File: src/rtl/uart_pkg.sv
// rtl/uart_pkg.sv - shared UART state encoding, frame constants and parity helper
package uart_pkg;

    typedef enum logic [2:0] {
        IDLE   = 3'd0,
        START  = 3'd1,
        DATA   = 3'd2,
        PARITY = 3'd3,
        STOP   = 3'd4
    } uart_state_t;

    localparam int   DATA_BITS   = 8;
    localparam logic IDLE_LEVEL  = 1'b1;
    localparam logic START_LEVEL = 1'b0;

    // Even parity: the parity bit makes the total count of ones even.
    function automatic logic even_parity(input logic [DATA_BITS-1:0] d);
        return ^d;
    endfunction

endpackage

File: src/rtl/uart_tx_fifo.sv
// rtl/uart_tx_fifo.sv - small synchronous byte FIFO in front of the UART transmitter
module uart_tx_fifo #(
    parameter int DEPTH = 4,
    parameter int WIDTH = 8
) (
    input  logic             sys_clk,
    input  logic             rst,
    input  logic             push,
    input  logic [WIDTH-1:0] wr_data,
    input  logic             pop,
    output logic [WIDTH-1:0] rd_data,
    output logic             empty,
    output logic             full
);

    localparam int PTR_W = (DEPTH > 1) ? $clog2(DEPTH) : 1;

    logic [WIDTH-1:0] mem [DEPTH];
    logic [PTR_W-1:0] wr_ptr;
    logic [PTR_W-1:0] rd_ptr;
    logic [PTR_W:0]   count;
    logic             do_push;
    logic             do_pop;

    assign empty   = (count == '0);
    assign full    = (count == (PTR_W+1)'(DEPTH));
    assign do_push = push && !full;
    assign do_pop  = pop && !empty;
    assign rd_data = mem[rd_ptr];

    // Storage array; contents need no reset because count gates every read.
    always_ff @(posedge sys_clk) begin
        if (do_push) begin
            mem[wr_ptr] <= wr_data;
        end
    end

    // Pointers wrap naturally at a power-of-two depth; count tracks simultaneous push/pop.
    always_ff @(posedge sys_clk or posedge rst) begin
        if (rst) begin
            wr_ptr <= '0;
            rd_ptr <= '0;
            count  <= '0;
        end else begin
            if (do_push) wr_ptr <= wr_ptr + 1'b1;
            if (do_pop)  rd_ptr <= rd_ptr + 1'b1;
            case ({do_push, do_pop})
                2'b10:   count <= count + 1'b1;
                2'b01:   count <= count - 1'b1;
                default: count <= count;
            endcase
        end
    end

endmodule

File: src/rtl/uart_tx.sv
// rtl/uart_tx.sv - UART transmitter (start, 8 data MSB first, even parity, stop); optional input FIFO via UART_TX_FIFO_EN
module uart_tx
    import uart_pkg::*;
#(
    parameter int CLKS_PER_BIT = 16,
    parameter int STOP_BITS    = 1,
    parameter int FIFO_DEPTH   = 4
) (
    input  logic       sys_clk,
    input  logic       rst,
    input  logic [7:0] tx_data,
    input  logic       tx_valid,
    output logic       tx_ready,
    output logic       TX,
    output logic       busy
);

    localparam int                CNT_W     = (CLKS_PER_BIT > 1) ? $clog2(CLKS_PER_BIT) : 1;
    localparam logic [CNT_W-1:0]  BAUD_LAST = CNT_W'(CLKS_PER_BIT - 1);
    localparam logic [2:0]        DATA_LAST = 3'(DATA_BITS - 1);
    localparam logic [2:0]        STOP_LAST = 3'(STOP_BITS - 1);

    uart_state_t          state_q, state_d;
    logic [CNT_W-1:0]     baud_q, baud_d;
    logic [2:0]           bit_q, bit_d;
    logic [DATA_BITS-1:0] shift_q, shift_d;
    logic                 par_q, par_d;
    logic                 tx_q, tx_d;
    logic                 load;
    logic                 baud_last;
    logic                 src_valid;
    logic [DATA_BITS-1:0] src_data;

`ifdef UART_TX_FIFO_EN
    logic                 fifo_empty;
    logic                 fifo_full;
    logic [DATA_BITS-1:0] fifo_rd_data;

    uart_tx_fifo #(
        .DEPTH (FIFO_DEPTH),
        .WIDTH (DATA_BITS)
    ) u_fifo (
        .sys_clk (sys_clk),
        .rst     (rst),
        .push    (tx_valid),
        .wr_data (tx_data),
        .pop     (load),
        .rd_data (fifo_rd_data),
        .empty   (fifo_empty),
        .full    (fifo_full)
    );

    assign tx_ready  = !fifo_full;
    assign src_valid = !fifo_empty;
    assign src_data  = fifo_rd_data;
`else
    assign tx_ready  = (state_q == IDLE) && !rst;
    assign src_valid = tx_valid;
    assign src_data  = tx_data;
`endif

    assign TX        = tx_q;
    assign busy      = (state_q != IDLE);
    assign baud_last = (baud_q == BAUD_LAST);

    // Next-state, baud/bit counters, shifter and registered line level.
    always_comb begin
        state_d = state_q;
        baud_d  = baud_q;
        bit_d   = bit_q;
        shift_d = shift_q;
        par_d   = par_q;
        tx_d    = tx_q;
        load    = 1'b0;

        if (state_q != IDLE) begin
            baud_d = baud_last ? '0 : baud_q + 1'b1;
        end

        case (state_q)
            IDLE: begin
                tx_d = IDLE_LEVEL;
                if (src_valid) begin
                    load    = 1'b1;
                    shift_d = src_data;
                    par_d   = even_parity(src_data);
                    baud_d  = '0;
                    bit_d   = '0;
                    tx_d    = START_LEVEL;
                    state_d = START;
                end
            end
            START: begin
                if (baud_last) begin
                    tx_d    = shift_q[DATA_BITS-1];
                    shift_d = {shift_q[DATA_BITS-2:0], 1'b0};
                    bit_d   = '0;
                    state_d = DATA;
                end
            end
            DATA: begin
                if (baud_last) begin
                    if (bit_q == DATA_LAST) begin
                        tx_d    = par_q;
                        state_d = PARITY;
                    end else begin
                        tx_d    = shift_q[DATA_BITS-1];
                        shift_d = {shift_q[DATA_BITS-2:0], 1'b0};
                        bit_d   = bit_q + 1'b1;
                    end
                end
            end
            PARITY: begin
                if (baud_last) begin
                    tx_d    = IDLE_LEVEL;
                    bit_d   = '0;
                    state_d = STOP;
                end
            end
            STOP: begin
                if (baud_last) begin
                    if (bit_q == STOP_LAST) begin
                        bit_d   = '0;
                        state_d = IDLE;
                    end else begin
                        bit_d = bit_q + 1'b1;
                    end
                end
            end
            default: begin
                tx_d    = IDLE_LEVEL;
                state_d = IDLE;
            end
        endcase
    end

    // State and datapath registers; reset forces the line idle immediately.
    always_ff @(posedge sys_clk or posedge rst) begin
        if (rst) begin
            state_q <= IDLE;
            baud_q  <= '0;
            bit_q   <= '0;
            shift_q <= '0;
            par_q   <= 1'b0;
            tx_q    <= IDLE_LEVEL;
        end else begin
            state_q <= state_d;
            baud_q  <= baud_d;
            bit_q   <= bit_d;
            shift_q <= shift_d;
            par_q   <= par_d;
            tx_q    <= tx_d;
        end
    end

endmodule
File: config.mk
export PLATFORM = sky130hd
export DESIGN_NAME = uart_tx
export DESIGN_NICKNAME = d
export VERILOG_FILES = /design/src/rtl/uart_pkg.sv /design/src/rtl/uart_tx_fifo.sv /design/src/rtl/uart_tx.sv
export SDC_FILE = /design/constraint.sdc
export NUM_CORES = 1
export LEC_CHECK = 0
export ABC_AREA = 1
export BUFFER_PORTS_ARGS = -buffer_cell sky130_fd_sc_hd__buf_2
export CORE_MARGIN = 3
export CORE_UTILIZATION = 50
export DETAILED_ROUTE_END_ITERATION = 7
export GPL_TIMING_DRIVEN = 0
export PLACE_DENSITY = 0.73
export REMOVE_ABC_BUFFERS = 1
export SETUP_SLACK_MARGIN = 0.15
export SYNTH_ARGS = -nofsm -noshare
export SYNTH_HDL_FRONTEND = slang
export SYNTH_SLANG_ARGS = --single-unit
File: constraint.sdc
create_clock -name sys_clk -period 1.94 [get_ports sys_clk]
set_input_delay 0.097 -clock sys_clk [delete_from_list [all_inputs] [get_ports sys_clk]]
set_output_delay 0.097 -clock sys_clk [all_outputs]
set_load 0.03 [all_outputs]
==> results.yml <==
layout:
  area_growth_pct: 7.37
  regArea_sq_um: 502
  drive_gt1_frac: 0.194
  multi_input_area_sq_um: 847
  nets: 243
  diodes: 0
  final_area_sq_um: 1590
  fin_util: 0.570
  final_cells: 258
  fillers: 270
logic_synthesis:
  ys_seq_elements: 20
  synthCells: 211
  synth-simple-area-share: 0.456
  synth-compound-area-share: 0.0720
  synth.distinct_cells: 27
  synthMuxAreaShare: 0
  ys_seq_area_frac: 0.340
  synth_top_family_by_area: "simple AND/OR/NAND/NOR gates"
  synth.cell_area_sq_um: 1480
  yosysWarnings: 0
  avgSynthCellArea_sq_um: 7.00
  synthAdderAreaFrac: 0.0339
  synth_xor_xnor_area_share: 0.0119
hold_path:
  hold_path.class: "in -> reg"
die:
  io_pins: 14
  die_x_microns: 60.4
  start_util: 0.531
  rows: 19
  die_area_sq_um: 3640
  core_area_sq_um: 2780
  die_h_microns: 60.4
place:
  place.gp.congestion: 0.843
  dp.cells: 253
  dp_hpwl_mm: 2.02
  placement.cell_area_sq_um: 1550
  port_buffers: 13
sta:
  worstMarginPinSlew_ns: 0.748
  clock_skew_ns: 0.00644
  period_needed_ns: 1.59
  setup_viol_count_final: 0
  timing.final.max_slew_violations: 0
  period_share: 0.821
  relSlewSlack: 0.501
  max_freq_mhz: 628
  hold_viol: 0
  tns_ns: 0
  rsz0062_at_grt: "false"
power_and_ir_drop:
  pwr-share-clk: 0.298
  pwr-share-seq: 0.604
  power.density_nw_per_um2: 439
  p_sw_mw: 0.173
  internal_power_mw: 0.524
  ir_worst_vdd_uv: 514
  swShare: 0.248
  p_leak_nw: 0.899
  finalPower_mw: 0.697
  p_comb_frac: 0.099
global_route:
  grt_max_degree: 21
  grt_overflow: 0
  grt_pass1_vias: 1092
  antenna_found_initial: 0
  grt_pass1_wl_mm: 4.57
  grt.total_usage: 0.161
routing:
  ant_nets: 0
  wl_per_cell_microns: 10.3
  viasPerCell: 5.00
  drc: 0
  dr.pass1.iters: 4
  wl_mm: 2.67
  num_vias: 1290
  drtIter0Drc: 68
run_status:
  outcome: "finished, final reports clean"
cts:
  cts_buffers: 3
  htreeDepth: 1
  cts_setup_buffers: 0
  cts_tree: "done"
  cts_resized: 0
  clock_latency_ns: 0.31
  cts.path.max_buffers: 2
  path_clk_slew_ns: 0.10
  ctsRootBufferMaster: "clkbuf_4"
  postCtsHoldBufs: 1
  cts.sinks: 20
flow_run:
  maxCapViolCount: 0
worst_setup_path:
  crit_fanout: 9
  worstSetupPathType: "reg -> reg"
  cp_data_arrival_time_ns: 1.80
  required_ns: 2.15
  worst_setup_path_end_kind: "register"
  cp-start-kind: "register"
-- power by group through the flow --
stage,Sequential [mW],Combinational [mW],Clock (mW)
2_1_floorplan,0.428,0.0444,0
6_report,0.421,0.0688,0.208
3_3_place_gp,0.428,0.0674,0
5_1_grt,0.421,0.0806,0.238
3_5_place_dp,0.429,0.0688,0
4_1_cts,0.421,0.0703,0.215
-- cells by family (layout without fill, tap and decap cells) --
| family | count (synthesis) | count (layout) |
|---|---|---|
| flops | 20 | 20 |
| compound gates | 16 | 16 |
| xor+xnor | 2 | 2 |
| fa+ha+maj | 4 | 4 |
| buf+inv | 27 | 43 |
| simple gates | 142 | 142 |
-- critical path, cell delays in order, from the launching register on --
cell and delay (ns):
dfrtp_1 0.39, ha_1 0.17, nand3_1 0.23, nand3_1 0.23, nand2_4 0.10, nor2_8 0.16
nand2_4 0.10, nand2_1 0.08, nand2_1 0.05
-- layout by cell type, fill, tap and decap left out, types with 4 or more instances in the layout --
master | netlist | routed
buf_2 | 0 | 13
dfrtp_1 | 19 | 19
ha_1 | 4 | 4
inv_1 | 20 | 20
nand2_1 | 88 | 88
nand2_4 | 4 | 4
nand3_1 | 26 | 26
nor2_1 | 11 | 11
o21ai_1 | 6 | 6
o21ai_2 | 7 | 7
-- cell type report --
| type | count | share of cell area |
|---|---|---|
| Multi-Input combinational cell | 164 | 0.534 |
| Tap cell | 31 | 0.0244 |
| Inverter | 25 | 0.0615 |
| Clock buffer | 4 | 0.0166 |
| Sequential cell | 20 | 0.316 |
| Timing Repair Buffer | 14 | 0.0473 |
-- sequential cells by signal (all words and copies together) (netlist names) --
name and flops:
bit_q 3, shift_q 8, par_q 1, TX 1, baud_q 4, state_q 3
-- Yosys cell counts, drive strengths merged --
cell | number | share of area
xor2 | 1 | 0.0059
nand4 | 1 | 0.0042
nand3 | 28 | 0.11
nand2 | 94 | 0.26
xnor2 | 1 | 0.0059
dfrtp | 19 | 0.32
nand3b | 2 | 0.013
dfstp | 1 | 0.018
inv | 24 | 0.063
a21oi | 3 | 0.010
buf | 2 | 0.021
o21ai | 13 | 0.062
ha | 4 | 0.034
nor2 | 17 | 0.069
clkinv | 1 | 0.0034
-- stage by stage --
stage | hold slack [ns] | worst slack (ns)
5_1_grt | 0.144 | 0.195
6_report | 0.136 | 0.346
2_1_floorplan | 0.0601 | 0.529
3_3_place_gp | 0.280 | 0.369
4_1_cts | 0.136 | 0.364
3_5_place_dp | 0.282 | 0.383
-- path summary, 6_finish.rpt --
| path | startpoint | end | slack (ns) | cells past startpoint |
|---|---|---|---|---|
| setup / recovery | baud_q[1]$_DFF_PP0_ | shift_q[3]$_DFFE_PP0P_ | 0.35 | 8 |
| min in group asynchronous | rst | shift_q[2]$_DFFE_PP0P_ | 0.47 | 3 |
| hold / removal | tx_valid | par_q$_DFFE_PP0P_ | 0.14 | 5 |
| setup reg to reg | baud_q[1]$_DFF_PP0_ | shift_q[3]$_DFFE_PP0P_ | 0.35 | 8 |
| max in group asynchronous | rst | baud_q[0]$_DFF_PP0_ | 1.00 | 3 |
| hold reg to reg | TX$_DFFE_PP1P_ | TX$_DFFE_PP1P_ | 0.48 | 2 |
-- routing by layer --
layer / vias to the layer above / wire, microns / global-route usage / share of wire
met2: 26 / 1170 / 0.250 / 0.44
met4: 0 / 23 / 0.0285 / 0.0086
met1: 558 / 1370 / 0.232 / 0.51
met5: - / 0 / 0 / 0
met3: 4 / 104 / 0.0383 / 0.039
li1: 702 / - / - / -
No activity file was read; power rests on OpenSTA's default activity.
